$ cat src/rtl/char_rotator_mux.sv
// char_rotator_mux
// Holds NUM_CH character codes and drives every display position from a
// rotating select offset, so the message scrolls left or right. The offset
// advances on an internal prescaled tick or on a manual step request.
//
// Ports:
//   clk       system clock, all state changes on the rising edge
//   rst_n     asynchronous active-low reset
//   load      capture char_in into the character registers
//   char_in   new message, character k at [k*CODE_W +: CODE_W]
//   mode      00 HOLD, 01 LEFT, 10 RIGHT, 11 CLEAR
//   step      manual advance request, one advance per cycle it is high
//   disp_out  registered code for position i at [i*CODE_W +: CODE_W]
//   offset    current rotation offset, 0..NUM_CH-1
//   tick_out  one-cycle pulse per prescaler tick (registered)
//   wrap      one-cycle pulse when the offset wraps, aligned with the new offset
module char_rotator_mux #(
  parameter int CODE_W   = 3,
  parameter int NUM_CH   = 8,
  parameter int SEL_W    = 3,
  parameter int TICK_DIV = 25000000
) (
  input  logic                     clk,
  input  logic                     rst_n,
  input  logic                     load,
  input  logic [NUM_CH*CODE_W-1:0] char_in,
  input  logic [1:0]               mode,
  input  logic                     step,
  output logic [NUM_CH*CODE_W-1:0] disp_out,
  output logic [SEL_W-1:0]         offset,
  output logic                     tick_out,
  output logic                     wrap
);

  localparam int CNT_W = (TICK_DIV > 2) ? $clog2(TICK_DIV) : 1;
  localparam logic [CNT_W-1:0] CNT_LAST = CNT_W'(TICK_DIV - 1);
  localparam logic [SEL_W-1:0] OFF_LAST = SEL_W'(NUM_CH - 1);

  typedef enum logic [1:0] {
    MODE_HOLD  = 2'b00,
    MODE_LEFT  = 2'b01,
    MODE_RIGHT = 2'b10,
    MODE_CLEAR = 2'b11
  } mode_e;

  mode_e mode_sel;
  assign mode_sel = mode_e'(mode);

  logic [CODE_W-1:0] char_reg [NUM_CH];
  logic [CODE_W-1:0] disp_reg [NUM_CH];
  logic [CNT_W-1:0]  cnt_reg, cnt_next;
  logic [SEL_W-1:0]  offset_reg, offset_next;
  logic              tick_reg, tick_next;
  logic              wrap_reg, wrap_next;
  logic              tick;
  logic              advance;

  // Prescaler, offset, tick and wrap next-state.
  always_comb begin
    tick        = (cnt_reg == CNT_LAST);
    advance     = tick | step;
    cnt_next    = tick ? '0 : cnt_reg + 1'b1;
    offset_next = offset_reg;
    tick_next   = tick;
    wrap_next   = 1'b0;
    if (load || mode_sel == MODE_CLEAR) begin
      // Both restart the scroll from an unrotated message and a fresh prescaler.
      offset_next = '0;
      cnt_next    = '0;
      tick_next   = 1'b0;
    end else if (mode_sel == MODE_LEFT && advance) begin
      if (offset_reg == OFF_LAST) begin
        offset_next = '0;
        wrap_next   = 1'b1;
      end else begin
        offset_next = offset_reg + 1'b1;
      end
    end else if (mode_sel == MODE_RIGHT && advance) begin
      if (offset_reg == '0) begin
        offset_next = OFF_LAST;
        wrap_next   = 1'b1;
      end else begin
        offset_next = offset_reg - 1'b1;
      end
    end
  end

  always_ff @(posedge clk or negedge rst_n) begin
    if (!rst_n) begin
      cnt_reg    <= '0;
      offset_reg <= '0;
      tick_reg   <= 1'b0;
      wrap_reg   <= 1'b0;
    end else begin
      cnt_reg    <= cnt_next;
      offset_reg <= offset_next;
      tick_reg   <= tick_next;
      wrap_reg   <= wrap_next;
    end
  end

  // Per-position character storage and rotated display register.
  generate
    for (genvar gi = 0; gi < NUM_CH; gi++) begin : g_pos
      logic [SEL_W:0]   idx_sum;
      logic [SEL_W:0]   idx_mod;

      // (gi + offset) mod NUM_CH; the sum is below 2*NUM_CH so one
      // conditional subtract is enough, and it works for any NUM_CH.
      assign idx_sum = (SEL_W+1)'(gi) + {1'b0, offset_reg};
      assign idx_mod = (idx_sum >= (SEL_W+1)'(NUM_CH)) ?
                       idx_sum - (SEL_W+1)'(NUM_CH) : idx_sum;

      always_ff @(posedge clk or negedge rst_n) begin
        if (!rst_n) begin
          char_reg[gi] <= '0;
          disp_reg[gi] <= '0;
        end else begin
          if (load) begin
            char_reg[gi] <= char_in[gi*CODE_W +: CODE_W];
          end
          disp_reg[gi] <= char_reg[idx_mod[SEL_W-1:0]];
        end
      end

      assign disp_out[gi*CODE_W +: CODE_W] = disp_reg[gi];
    end
  endgenerate

  assign offset   = offset_reg;
  assign tick_out = tick_reg;
  assign wrap     = wrap_reg;

endmodule

$ cat config.mk
export PLATFORM = sky130hd
export DESIGN_NAME = char_rotator_mux
export DESIGN_NICKNAME = d
export VERILOG_FILES = /design/src/rtl/char_rotator_mux.sv
export SDC_FILE = /design/constraint.sdc
export NUM_CORES = 1
export LEC_CHECK = 0
export BUFFER_PORTS_ARGS = -buffer_cell sky130_fd_sc_hd__buf_2
export CELL_PAD_IN_SITES_DETAIL_PLACEMENT = 0
export CELL_PAD_IN_SITES_GLOBAL_PLACEMENT = 2
export CORE_MARGIN = 8
export CORE_UTILIZATION = 41
export DETAILED_ROUTE_END_ITERATION = 6
export PLACE_DENSITY_LB_ADDON = 0.1
export SLEW_MARGIN = 20
export SYNTH_ARGS = -nofsm -noshare
export SYNTH_HDL_FRONTEND = slang
export SYNTH_SLANG_ARGS = --single-unit
$ cat constraint.sdc
create_clock -name clk -period 4.6 [get_ports clk]
set_input_delay 0.69 -clock clk [delete_from_list [all_inputs] [get_ports clk]]
set_output_delay 0.69 -clock clk [all_outputs]
set_load 0.02 [all_outputs]
# Word level (Yosys, flattened, before mapping)
# Index checks and enable logic that the tools add are counted.
# op_classes
n_addsub	18
n_mul	0
div	0
n_lt_le_gt_ge	16
n_eq_ne	5
shift	0
n_mux	45
bitwise	9
n_reduce_logical	5
# ops
cell	count
$mux 3	29
$bmux 3 s3	8
$ge 4x4->1 const B	15
$mux 25	2
$not 3->4	8
$sub 3x1->3 const B	9
$add 25x1->25 const B	1
$eq 25x25->1 const B	1
$add 3x3->4 const A	4
$add 2x3->4 const A	2
$mux 1	6
$add 1x3->4 const A	1
$eq 2x2->1 const B	2
$ge 3x4->1 const B	1
$add 3x1->3 const B	1
$eq 3x3->1 const B	1
$logic_not 3->1	1
$reduce_bool 3->1	1
$eq 2x1->1 const B	1
$logic_and 1x1->1	2
$logic_or 1x1->1	1
$or 1x1->1	1
# word_totals
ff_bits	78
latch_bits	0
mem_bits_rw	0
rom_bits	0
input_bits	30
out_inout_bits	29
elab_cells	118
memories	0

# Logic depth before layout (Yosys ltp)
# depth
word_depth	7
depth_mapped	9
ltp_nobuf	7

# Worst setup path after synthesis
# OpenSTA, ideal clock, no wires.
# synth_path
path_type	register to register
startpoint	register offset_reg[0] (netlist: offset[0])
endpoint	register disp_reg, in the netlist disp_out[3]
setup_ns	0.125
t_arrival_ns	2.520
required_ns	4.475
path_slack_ns	1.955
path_stages_with_launch	8
path_buffers	3
period_less_slack_ns	2.645
path_cell_list	dfrtp_1 buf_2 clkbuf_1 inv_1 ha_1 buf_1 mux4_2 mux2_2
# synth_between
elab_chain_len	7
elab_cells_between_ends	8
cone_classes	add/sub: 2; order compare: 1; mux: 4; bitwise: 1
# synth_lines
item	line	text
start, declared	52	logic [SEL_W-1:0] offset_reg, offset_next;
start signal, assigned	96	offset_reg <= offset_next;
$add 1x3->4 *	110	assign idx_sum = (SEL_W+1)'(gi) + {1'b0, offset_reg};
$ge 4x4->1 / $sub 3x1->3 (equally long branches)	111, 112	
$mux 3 *	111	assign idx_mod = (idx_sum >= (SEL_W+1)'(NUM_CH)) ?
$not 3->4 (not written as such) *	122	disp_reg[gi] <= char_reg[idx_mod[SEL_W-1:0]];
$bmux 3 s3 *	122	
$mux 3 (not written as such) * (2 in a row)	122	
end signal, assigned by index	122	
end, declared	50	logic [CODE_W-1:0] disp_reg [NUM_CH];
# Mark *: on every way between the ends. The rest lies on a longest branch, timed or not. The select of a mux whose other input is x is not followed.
# A chain may end at the register's enable or synchronous reset.

# Worst setup path after layout
# layout_path
startpoint	register offset_reg[1] (netlist: offset[1])
endpoint	register disp_reg, in the netlist disp_out[5]
# The elaborated chain is that of the path after synthesis.

==> run_results.csv <==
group,metric,value,unit
synth,synthDistinctLibCells,42,
layout,final-seq-area,0.00195,sq mm
synth,yosysWarnings,0,
global_route,track_usage,14.1,%
timing,setup_viol_count_final,0,
timing,fin_crit_sh,57.1,%
global_route,via_count_of_the_first_global_routing_pass,2789,
synth,dominantRegCellSynth,"sky130_fd_sc_hd__dfrtp_1",
timing,final.setup_skew,0.00957,ns
place,post-place-ws,1.99,ns
floorplanning,start_util,41.5,%
clock_network,cts_setup_buffers,0,
outcome,status,"finished, final reports clean",
pwr,power-per-cell-area,347,mW/mm^2
setup_path,reg2regPathDepth,4,
clock_network,clock_buffers_created_by_tritoncts,9,
place,hpwlAfterDp,6250,microns
timing,clock.fmax,381,MHz
layout,area_growth_syn_to_layout,14.3,%
setup_path,endpoint_of_the_most_critical_register_to_register_path,"disp_out[5]$_DFF_PN0_",
synth,synth-seq-cells,78,
floorplanning,design.die.area,0.0132,sq mm
pwr,static_power_due_to_leakage,1.95,nW
synth,syn_nets,362,
timing,relative_slew_slack,34.7,%
synth,synth-edff-count,0,
global_route,antenna_found_initial,0,
synth,synth.top_cell.area_share,48.8,%
synth,synth_area,0.00400,sq mm
detailed_routing,detail_route.wl_per_cell,16.6,microns
timing,final.setup.tns,0,ns
layout,multiInputGateArea,0.00194,sq mm
layout,finish.net_count,420,
timing,final_number_of_max_transition_violations,0,
clock_network,register_clock_pin_slew_on_the_reported_worst_setup_and_hold_paths,0.08,ns
setup_path,timing.reg2reg.setup_slack,1.97,ns
pwr,report.power.total,0.00159,W
place,port-buffer-count,58,
worst_hold_path,hold_path.class,"input port to asynchronous set/reset pin",
detailed_routing,vias_post_dr,2684,
synth,synth_top_cell_by_area,"sky130_fd_sc_hd__dfrtp_1",
setup_path,critPathLaunchType,"flip-flop",
layout,layout.filler_cells,920,
clock_network,cts.sinks,78,
synth,list_of_most_frequent_post_synthesis_cells,"78 x sky130_fd_sc_hd__dfrtp_1, 45 x sky130_fd_sc_hd__nand2_1, 36 x sky130_fd_sc_hd__mux2_2",
detailed_routing,vias_per_cell,5.16,
global_route,grt_pass1_wl,14600,microns
synth,ys_top_cells_by_area,"sky130_fd_sc_hd__dfrtp_1 49%, sky130_fd_sc_hd__mux4_2 14%, sky130_fd_sc_hd__mux2_2 10%",
flow_run,max_cap_viol_count,0,
layout,layout-drive-gt1-share,36.4,%
floorplanning,placement_rows,36,
global_route,grt_overflow_total,0,
detailed_routing,route.detailed.drc,0,
synth,post-synth-top-count-cell,"sky130_fd_sc_hd__dfrtp_1",
synth,synth_sequential_area_ratio,48.8,%
setup_path,worstReg2RegStart,"offset[1]$_DFFE_PN0P_",
setup_path,critical_path_start_end_classification,"flip-flop to flip-flop",
clock_network,clock_tree.buffer_depth,2,
clock_network,cts.hold.buffers_added,0,
setup_path,timing.critical_path.to_type,"flip-flop",
floorplanning,design.core.area,0.00964,sq mm
timing,hold_violations,0,
synth,async_reset_ff_share,100,%
layout,largest_register_ff_count,25,
detailed_routing,drt_pre_antenna_iters,4,
timing,rsz0062_at_grt,"no",
setup_path,worstPathMaxFanout,18,
layout,num_antenna_cells,0,
timing,final_period_minus_worst_setup_slack,2.63,ns
timing,fin_ws,1.97,ns
detailed_routing,drt_first_iter_violations,147,
setup_path,crit_required,4.82,ns
global_route,largest_net_degree_at_the_start_of_global_routing,79,
clock_network,clock_tree_from_tritoncts,"built",
place,globalplace.congestion,0.742,
synth,synthesis.area_per_instance,12.3,sq um
clock_network,cts_resized,0,
setup_path,cp_data_arrival_time,2.85,ns
floorplanning,die_x,115,microns
synth,syn-instance-count,326,
timing,tightestPinTransition,0.971,ns
floorplanning,ios,59,
clock_network,clock_insertion_delay_worst_skew,0.34,ns
clock_network,root_buffer,"sky130_fd_sc_hd__clkbuf_8",
floorplanning,die_h,115,microns
detailed_routing,route.antenna.remaining_nets,0,
detailed_routing,routed_wirelength,8650,microns
timing,hold_ws,0.328,ns
pwr,worst_ir_drop_vdd,0.157,mV
clock_network,cts_max_level,3,
layout,finalCoreUtilization,47.4,%
-- cells in the final DEF, fill, tap and decap left out, types with 2 or more instances in the layout --
| master | netlist | final |
|---|---|---|
| sky130_fd_sc_hd__a21oi_1 | 3 | 3 |
| sky130_fd_sc_hd__and3_1 | 3 | 3 |
| sky130_fd_sc_hd__buf_2 | 4 | 57 |
| sky130_fd_sc_hd__buf_4 | 0 | 2 |
| sky130_fd_sc_hd__clkbuf_8 | 0 | 9 |
| sky130_fd_sc_hd__clkinv_2 | 0 | 4 |
| sky130_fd_sc_hd__dfrtp_1 | 78 | 78 |
| sky130_fd_sc_hd__ha_1 | 6 | 6 |
| sky130_fd_sc_hd__inv_1 | 9 | 9 |
| sky130_fd_sc_hd__mux2_2 | 36 | 36 |
| sky130_fd_sc_hd__mux4_2 | 24 | 24 |
| sky130_fd_sc_hd__nand2_1 | 45 | 45 |
| sky130_fd_sc_hd__nand2b_1 | 2 | 2 |
| sky130_fd_sc_hd__nand3_1 | 11 | 11 |
| sky130_fd_sc_hd__nand4_1 | 5 | 5 |
| sky130_fd_sc_hd__nor2_1 | 28 | 28 |
| sky130_fd_sc_hd__nor3_1 | 8 | 8 |
| sky130_fd_sc_hd__nor4_1 | 5 | 5 |
| sky130_fd_sc_hd__nor4b_2 | 2 | 2 |
| sky130_fd_sc_hd__xnor2_1 | 17 | 17 |
| sky130_fd_sc_hd__xor2_1 | 10 | 10 |
-- power breakdown --
group          internal, W  switching [W]
clock network     0.000187       0.000234
logic             0.000158       0.000194
registers         0.000758      0.0000559
total              0.00110       0.000484
-- how the worst max path moves through the flow --
stage / from / to / slack (ns) / depth (start not counted)
floorplan: offset[0]$_DFFE_PN0P_ / disp_out[3]$_DFF_PN0_ / 1.96 / 7
global placement: offset[1]$_DFFE_PN0P_ / disp_out[5]$_DFF_PN0_ / 2.09 / 4
detailed placement: offset[1]$_DFFE_PN0P_ / disp_out[5]$_DFF_PN0_ / 1.99 / 4
CTS: offset[1]$_DFFE_PN0P_ / disp_out[5]$_DFF_PN0_ / 1.99 / 4
global route: offset[1]$_DFFE_PN0P_ / disp_out[4]$_DFF_PN0_ / 1.86 / 4
finish: offset[1]$_DFFE_PN0P_ / disp_out[5]$_DFF_PN0_ / 1.97 / 4
-- worst max-delay path, cell delays in order, from the launching register on --
cell                      delay (ns)
sky130_fd_sc_hd__dfrtp_1        0.90
sky130_fd_sc_hd__inv_1          0.19
sky130_fd_sc_hd__ha_1           0.73
sky130_fd_sc_hd__mux4_2         0.42
sky130_fd_sc_hd__mux2_2         0.28
-- layer usage --
metal	up-vias	GRT usage, %	part of all wire (%)
li1	1284	-	-
met2	51	21.5	47
met4	0	3.94	0.92
met3	8	3.74	4.2
met5	-	0	0
met1	1341	19.4	48
-- through the flow --
step / std cells / area (sq um)
finish: 520 / 4570
floorplan: 326 / 4000
CTS: 519 / 4550
global placement: 505 / 4390
global route: 520 / 4570
detailed placement: 505 / 4390
-- logic make-up (layout without fill, tap and decap cells) --
group                      Yosys count  count (layout)  synth area share, %
and+or+nand+nor                    118             118                 14.3
xor gates and xnor gates            27              27                 5.92
AOI/OAI and AO/OA                   15              15                 2.82
muxes                               60              60                 23.7
DFF                                 78              78                 48.8
adders and majority gates            6               6                 1.88
buffers and inverters               22              83                 2.57
-- cell type report --
| cell class | count | area share (%) |
|---|---|---|
| clock buffer | 9 | 2.71 |
| inverter | 9 | 0.740 |
| timing repair buffer | 60 | 7.01 |
| clock inverter | 5 | 0.630 |
| sequential | 78 | 42.7 |
| multi-input combinational | 226 | 42.5 |
| tap | 133 | 3.64 |
Note: power is estimated with default switching activity, not from simulation.
